### config.mk
export PLATFORM = sky130hd
export DESIGN_NAME = divider_8bit
export DESIGN_NICKNAME = d
export VERILOG_FILES = /design/src/rtl/divider_8bit_pkg.sv /design/src/rtl/subtractor_9bit.sv /design/src/rtl/divider_8bit.sv
export SDC_FILE = /design/constraint.sdc
export NUM_CORES = 1
export LEC_CHECK = 0
export BUFFER_PORTS_ARGS = -buffer_cell sky130_fd_sc_hd__buf_2
export CAP_MARGIN = 0
export CORE_MARGIN = 5
export CORE_UTILIZATION = 50
export DETAILED_ROUTE_END_ITERATION = 6
export GPL_ROUTABILITY_DRIVEN = 0
export PLACE_DENSITY_LB_ADDON = 0.1
export SETUP_SLACK_MARGIN = 0.4
export SYNTH_ARGS = -nofsm -noshare
export SYNTH_HDL_FRONTEND = slang
export SYNTH_HIERARCHICAL = 1
export SYNTH_SLANG_ARGS = --single-unit
### constraint.sdc
create_clock -name clk -period 4.3 [get_ports clk]
set_input_delay 0.86 -clock clk [delete_from_list [all_inputs] [get_ports clk]]
set_output_delay 0.86 -clock clk [all_outputs]
set_load 0.1 [all_outputs]
### src/rtl/divider_8bit_pkg.sv
// Shared definitions for the 8-bit restoring divider: data width, step count
// and the three-state FSM encoding.
package divider_8bit_pkg;

  localparam int DATA_W = 8;
  localparam int STEPS  = 8;
  localparam int PREM_W = DATA_W + 1;
  localparam int CNT_W  = 3;

  typedef logic [1:0] state_t;

  localparam state_t ST_IDLE = 2'd0;
  localparam state_t ST_RUN  = 2'd1;
  localparam state_t ST_DONE = 2'd2;

  // Terminal step flag: the counter value at which the last restoring step runs.
  function automatic logic is_last_step(input logic [CNT_W-1:0] cnt);
    return (cnt == CNT_W'(STEPS - 1));
  endfunction

endpackage

### src/rtl/subtractor_9bit.sv
// Trial subtraction for the restoring divider: diff = a - b built as a + ~b + 1
// through a ripple of full adders; borrow=0 means a >= b.
module subtractor_9bit
  import divider_8bit_pkg::*;
(
  input  logic [PREM_W-1:0] a,
  input  logic [PREM_W-1:0] b,
  output logic [PREM_W-1:0] diff,
  output logic              borrow
);

  logic [PREM_W:0]   carry_s;
  logic [PREM_W-1:0] b_inv_s;

  // Ripple full-add chain with the +1 injected as carry-in of bit 0.
  always_comb begin
    carry_s    = '0;
    diff       = '0;
    b_inv_s    = ~b;
    carry_s[0] = 1'b1;
    for (int i = 0; i < PREM_W; i++) begin
      diff[i]      = a[i] ^ b_inv_s[i] ^ carry_s[i];
      carry_s[i+1] = (a[i] & b_inv_s[i]) | (carry_s[i] & (a[i] ^ b_inv_s[i]));
    end
    borrow = ~carry_s[PREM_W];
  end

endmodule

### src/rtl/divider_8bit.sv
// 8-bit unsigned restoring divider: one quotient bit per clock, MSB first,
// with a dedicated one-cycle path for divide-by-zero.
module divider_8bit
  import divider_8bit_pkg::*;
(
  input  logic              clk,
  input  logic              rst,
  input  logic              start,
  input  logic [DATA_W-1:0] dividend,
  input  logic [DATA_W-1:0] divisor,
  output logic [DATA_W-1:0] quotient,
  output logic [DATA_W-1:0] remainder,
  output logic              busy,
  output logic              done,
  output logic              div_zero
);

  state_t            state_r;
  logic [DATA_W-1:0] dvd_r;
  logic [DATA_W-1:0] dvs_r;
  logic [PREM_W-1:0] p_r;
  logic [CNT_W-1:0]  cnt_r;
  logic [DATA_W-1:0] quotient_r;
  logic [DATA_W-1:0] remainder_r;
  logic              busy_r;
  logic              done_r;
  logic              div_zero_r;

  logic [PREM_W-1:0] p_shift_s;
  logic [PREM_W-1:0] diff_s;
  logic              borrow_s;
  logic [PREM_W-1:0] p_upd_s;
  logic              q_bit_s;
  logic              term_s;
  logic [DATA_W-1:0] q_next_s;
  logic              unused_p_msb_s;

  // dvd_r doubles as the quotient shift register: dividend bits leave at the
  // top while quotient bits enter at the bottom.
  always_comb begin
    p_shift_s = {p_r[DATA_W-1:0], dvd_r[DATA_W-1]};
  end

  subtractor_9bit u_sub (
    .a      (p_shift_s),
    .b      ({1'b0, dvs_r}),
    .diff   (diff_s),
    .borrow (borrow_s)
  );

  // Restore on borrow, otherwise keep the difference and emit a 1 bit.
  always_comb begin
    q_bit_s        = ~borrow_s;
    term_s         = is_last_step(cnt_r);
    q_next_s       = {dvd_r[DATA_W-2:0], q_bit_s};
    unused_p_msb_s = p_r[PREM_W-1];
    if (borrow_s) begin
      p_upd_s = p_shift_s;
    end else begin
      p_upd_s = diff_s;
    end
  end

  // Control FSM, datapath registers and registered result outputs.
  always_ff @(posedge clk or posedge rst) begin
    if (rst) begin
      state_r     <= ST_IDLE;
      dvd_r       <= '0;
      dvs_r       <= '0;
      p_r         <= '0;
      cnt_r       <= '0;
      quotient_r  <= '0;
      remainder_r <= '0;
      busy_r      <= 1'b0;
      done_r      <= 1'b0;
      div_zero_r  <= 1'b0;
    end else begin
      done_r <= 1'b0;
      case (state_r)
        ST_IDLE: begin
          if (start) begin
            dvd_r      <= dividend;
            dvs_r      <= divisor;
            p_r        <= '0;
            cnt_r      <= '0;
            div_zero_r <= 1'b0;
            if (divisor == 8'd0) begin
              state_r     <= ST_DONE;
              quotient_r  <= 8'hFF;
              remainder_r <= dividend;
              div_zero_r  <= 1'b1;
              done_r      <= 1'b1;
            end else begin
              state_r <= ST_RUN;
              busy_r  <= 1'b1;
            end
          end
        end
        ST_RUN: begin
          p_r   <= p_upd_s;
          dvd_r <= q_next_s;
          cnt_r <= cnt_r + 3'd1;
          if (term_s) begin
            state_r     <= ST_DONE;
            busy_r      <= 1'b0;
            done_r      <= 1'b1;
            quotient_r  <= q_next_s;
            remainder_r <= p_upd_s[DATA_W-1:0];
          end
        end
        ST_DONE: begin
          state_r <= ST_IDLE;
        end
        default: begin
          state_r <= ST_IDLE;
          busy_r  <= 1'b0;
        end
      endcase
    end
  end

  assign quotient  = quotient_r;
  assign remainder = remainder_r;
  assign busy      = busy_r;
  assign done      = done_r;
  assign div_zero  = div_zero_r;

endmodule

==> results of run 1 <==
sequential cells by signal, indices dropped and copies added (netlist names):
signal and cells:
busy 1, cnt_r 3, div_zero 1, done 1, dvd_r 8, dvs_r 8, p_r 8, quotient 8
remainder 8, state_r 2
placed cells by master (no fill, tap or decap), types with 7 or more instances in the layout:
cell and n:
nand3_1 11, a31oi_1 7, nand2_1 40, o22a_1 8
fa_2 8, buf_4 7, inv_1 19, nor2_1 15
o21ai_0 7, dfrtp_1 48, buf_6 8, buf_2 37
a221o_1 8
per-stage QoR:
step / area (sq um) / setup WS [ns] / setup TNS (ns)
CTS: 2750 / 0.204 / 0
finish: 2810 / 0.151 / 0
global placement: 2520 / -0.176 / -1.01
detailed placement: 2520 / -0.215 / -1.60
global route: 2810 / 0.0305 / 0
floorplan: 2290 / 0.356 / 0
worst reg2reg max path: stages, from the launching register on:
cell and delay [ns]:
dfrtp_1 0.35, inv_1 0.05, ha_2 0.17, inv_2 0.05
fa_2 0.18, inv_2 0.04, fa_2 0.33, fa_2 0.34
fa_2 0.34, fa_2 0.35, fa_2 0.35, fa_2 0.37
fa_2 0.41, buf_6 0.16, mux2i_2 0.21, nor2_1 0.07
a221o_1 0.28
per-layer routing:
| layer | up-vias | part of all wire |
|---|---|---|
| li1 | 822 | - |
| met5 | - | 0 |
| met3 | 7 | 0.055 |
| met4 | 0 | 0.010 |
| met2 | 40 | 0.47 |
| met1 | 820 | 0.47 |
final timing paths:
kind                       slack, ns  cells past startpoint      endpoint
setup reg to reg                0.15                     16  remainder[0]
hold / removal                  0.49                      2      dvs_r[1]
max in group asynchronous       2.91                      2      dvd_r[7]
setup / recovery                0.15                     16  remainder[0]
hold reg to reg                 0.49                      2      dvs_r[1]
min in group asynchronous       0.78                      2          done
area by class of cell:
type                       count  area (sq um)  share of cell area
inverter                      24          90.1              0.0320
clock buffer                   6          72.6              0.0258
sequential                    48          1200               0.427
clock inverter                 2          35.0              0.0125
tap                           52          65.1              0.0231
timing repair buffer          52           328               0.117
multi-input combinational    134          1020               0.363
timing repair:
item	CTS	global route
endpoints found under the hold margin	0	0
setup endpoints to repair	18	17
pin swaps	7	0
resized for setup	22	15
cloned	0	0
setup buffers	8	1
==> summary.txt, run 1 <==
Die
  – Boundary pin count: 38
  – Core area: 4350 sq um
  – Die W: 77.2 um
  – Initial Utilization: 0.519
  – Die area: 5960 sq um
  – Cell Rows: 24
  – Die extent in y: 77.2 um

Setup path
  – Slowest-stage cell, CP: fa_2
  – Worst-path fanout max: 5
  – FF-to-FF Start: dvd_r[7]
  – Crit end category: register
  – Worst Path Buf+Inv: 4
  – Worst setup SP type: register
  – CP Launch Point: dvd_r[7]
  – Most frequent cell on the critical path: fa_2
  – Slowest stage delay, CP: 0.41 ns
  – CP top delay family: adder cells
  – Arrival @ worst endpoint: 4.34 ns
  – Kind of critical path: register to register
  – Critical-path cell list: inv_1, ha_2, inv_2, fa_2, inv_2, fa_2, fa_2, fa_2, fa_2, fa_2, fa_2, fa_2, buf_6, mux2i_2, nor2_1, a221o_1
  – Critical path required time: 4.49 ns

Yosys
  – Warnings, synthesis: 6
  – Gate Count Post-Synth: 217
  – Syn avg cell area: 10.4 sq um
  – Syn Nets: 247
  – Post-Syn Area: 2260 sq um

STA
  – Setup Skew: 0.00652 ns
  – Setup violators final: 0
  – Hold_ws: 0.486 ns
  – Fmax: 241 MHz
  – Fin. Hold Viols: 0
  – Slew @ Worst Pin: 1.08 ns
  – Tcrit/Tclk final: 0.965
  – Pins Over Slew Limit: 0
  – Tmin final: 4.15 ns
  – Slew headroom: 0.275
  – RSZ-0062 raised after global routing: yes

Hold path
  – Hold Path Class: register to register
  – Min-Delay Startpoint: dvs_r[1]

GRT
  – Grt peak-use layer: met2
  – Vias in the first global route: 1716
  – Gr ovfl total: 0
  – Largest net degree at the start of global routing: 49
  – GR Util met1: 0.246
  – First-pass GRT wire length: 8.45 mm
  – Met2 Resource Use GR: 0.272
  – M3 GR Usage: 0.0468
  – Initial antenna violation count: 0
  – Total GRT Usage: 0.175

CTS
  – Cts hold-fix bufs: 0
  – TritonCTS clock tree: yes
  – CTS Buffer Depth: 2
  – TritonCTS Buffers: 5
  – Clock transition at path regs: 0.08 ns
  – Clk_lat worst skew: 0.30 ns
  – Root buffer cell: clkbuf_8
  – # H-tree levels: 2
  – Clock sinks: 48

Final layout
  – Share of layout cells above drive strength 1: 0.338
  – Core Util, Final: 0.646
  – Post-layout nets: 295
  – Fin cells: 318
  – Filler cells: 355
  – Area Overhead vs Synth: 24.5%
  – Diodes inserted: 0

Detailed routing
  – Wirelength, routed: 4.98 mm
  – Wire length per cell: 15.6 um
  – Vias after detailed routing: 1689
  – First-pass iteration count of the detailed router: 4
  – Vias/cell: 5.31
  – DRT iter0 DRCs: 111
  – Antenna Nets Post-Route: 0
  – DRC viols: 0

Place
  – Dpl hpwl: 3.25 mm
  – Placed insts: 301
  – IO Port Bufs: 37

Status
  – Status: finished, final reports clean

Job
  – Max cap viols: 0
Power of run 1 is left out: the tool's default activity adds up to more than one toggle a clock period on the data nets, which glitch-free logic cannot reach.
==> run 2: changes to the inputs <==
- ABC_AREA: default -> 1
- CORE_UTILIZATION: 50 -> 51
==> summary.txt, run 2 <==
Job
  – Max cap viols: 0 (unchanged)

Die
  – Cell Rows: 25 (+4.2%)
  – Core area: 4690 sq um (+7.8%)
  – Initial Utilization: 0.522 (+0.00346)
  – Die W: 79.3 um (+2.7%)
  – Die area: 6290 sq um (+5.5%)
  – Boundary pin count: 38 (unchanged)
  – Die extent in y: 79.3 um (+2.7%)

Yosys
  – Gate Count Post-Synth: 303 (+40%)
  – Post-Syn Area: 2450 sq um (+8.5%)
  – Warnings, synthesis: 6 (unchanged)
  – Syn Nets: 333 (+35%)
  – Syn avg cell area: 8.09 sq um (-22%)

GRT
  – Initial antenna violation count: 0 (unchanged)
  – Vias in the first global route: 2039 (+19%)
  – Largest net degree at the start of global routing: 49 (unchanged)
  – Total GRT Usage: 0.199 (+0.0240)
  – First-pass GRT wire length: 9.79 mm (+16%)
  – Gr ovfl total: 0 (unchanged)

Detailed routing
  – Wire length per cell: 13.9 um (-11%)
  – First-pass iteration count of the detailed router: 6 (+2)
  – DRC viols: 0 (unchanged)
  – Wirelength, routed: 5.54 mm (+11%)
  – Antenna Nets Post-Route: 0 (unchanged)
  – DRT iter0 DRCs: 123 (+11%)
  – Vias/cell: 5.11 (-3.7%)
  – Vias after detailed routing: 2030 (+20%)

Final layout
  – Share of layout cells above drive strength 1: 0.219 (-0.120)
  – Post-layout nets: 372 (+26%)
  – Commonest cells after routing, fill and taps aside: nand2_1 (132), dfrtp_1 (48), buf_2 (38)
  – Commonest non-fill, non-tap cell in the layout: nand2_1
  – Filler cells: 448 (+26%)
  – Area Overhead vs Synth: 15.7%
  – Diodes inserted: 0 (unchanged)

STA
  – Setup violators final: 0 (unchanged)
  – Tmin final: 3.96 ns (-0.193 ns)
  – Fin. Hold Viols: 0 (unchanged)
  – RSZ-0062 raised after global routing: yes
  – Tcrit/Tclk final: 0.920 (-0.0448)
  – Slew @ Worst Pin: 1.04 ns (-0.0463 ns)
  – Fmax: 253 MHz (+4.9%)
  – Pins Over Slew Limit: 0 (unchanged)
  – Slew headroom: 0.304 (+0.0294)
  – Setup Skew: 0.00798 ns (+0.00146 ns)
  – Setup tns final: 0 ns (unchanged)

Setup path
  – Crit end category: register
  – Critical path required time: 4.49 ns (about the same)
  – Worst setup SP type: register
  – Worst-path fanout max: 5 (unchanged)
  – Worst reg2reg path depth: 18 (+2)
  – Arrival @ worst endpoint: 4.15 ns (-0.19 ns)
  – Kind of critical path: register to register

CTS
  – TritonCTS clock tree: yes
  – CTS Buffer Depth: 2 (unchanged)
  – Cts hold-fix bufs: 0 (unchanged)
  – Clock sinks: 48 (unchanged)
  – Root buffer cell: clkbuf_8
  – TritonCTS Buffers: 5 (unchanged)
  – Clock transition at path regs: 0.09 ns (about the same)
  – Clk_lat worst skew: 0.30 ns (about the same)
  – # H-tree levels: 2 (unchanged)

Hold path
  – Hold depth: 2 (unchanged)
  – Hold Path Class: register to register

Place
  – Dpl hpwl: 4.00 mm (+23%)
  – IO Port Bufs: 37 (unchanged)

Status
  – Status: finished, final reports clean
-- run 2: worst max-delay path, stage by stage (launching register included) --
cell and delay (ns):
dfrtp_1 0.39, ha_2 0.17, inv_2 0.05, fa_2 0.18, inv_2 0.04, fa_2 0.33, fa_2 0.34, fa_2 0.34
fa_2 0.34, fa_2 0.34, fa_2 0.35, fa_2 0.39, buf_6 0.15, nand2_1 0.06, nand2_1 0.05, nand2_1 0.07
nand2_1 0.08, nand3_1 0.09, nand2_1 0.06
-- run 2: per-layer routing --
layer / track usage / vias to the layer above / wire length [um]
met2: 0.318 / 56 / 2700
met5: 0 / - / 0
li1: - / 1006 / -
met1: 0.276 / 950 / 2490
met4: 0.0567 / 0 / 138
met3: 0.0385 / 18 / 205
-- run 2: cell type report --
type	count	area, sq um	area share
timing repair buffer	43	231	0.0816
multi-input combinational	212	1090	0.385
inverter	32	123	0.0432
clock buffer	6	82.6	0.0291
sequential	48	1200	0.424
clock inverter	2	38.8	0.0137
tap	54	67.6	0.0238
-- run 2: what timing repair did --
action	in CTS	in global routing
setup endpoints to repair	18	18
gates resized for setup	7	9
pin swaps	1	6
cloned	0	1
setup buffers	2	0
-- run 2: worst paths after layout --
check,end,from,slack (ns)
worst max register to register,remainder[7],dvs_r[0],0.34
worst min-delay path,cnt_r[1],cnt_r[1],0.49
worst min register to register,cnt_r[1],cnt_r[1],0.49
worst max-delay path,remainder[7],dvs_r[0],0.34
min in group asynchronous,cnt_r[1],rst,0.77
max in group asynchronous,p_r[4],rst,2.89
-- run 2: per-stage QoR --
step | worst slack (ns) | area (sq um) | utilization | cells | hold slack (ns)
after floorplan | 0.412 | 2470 | - | 303 | 0.442
after global placement | 0.198 | 2660 | 0.567 | 386 | 0.460
after detailed placement | 0.135 | 2660 | 0.567 | 386 | 0.465
after CTS | 0.285 | 2810 | 0.599 | 396 | 0.484
after global routing | 0.183 | 2840 | 0.604 | 397 | 0.505
final | 0.344 | 2840 | 0.604 | 397 | 0.485
Power of run 2 is left out for the same reason.
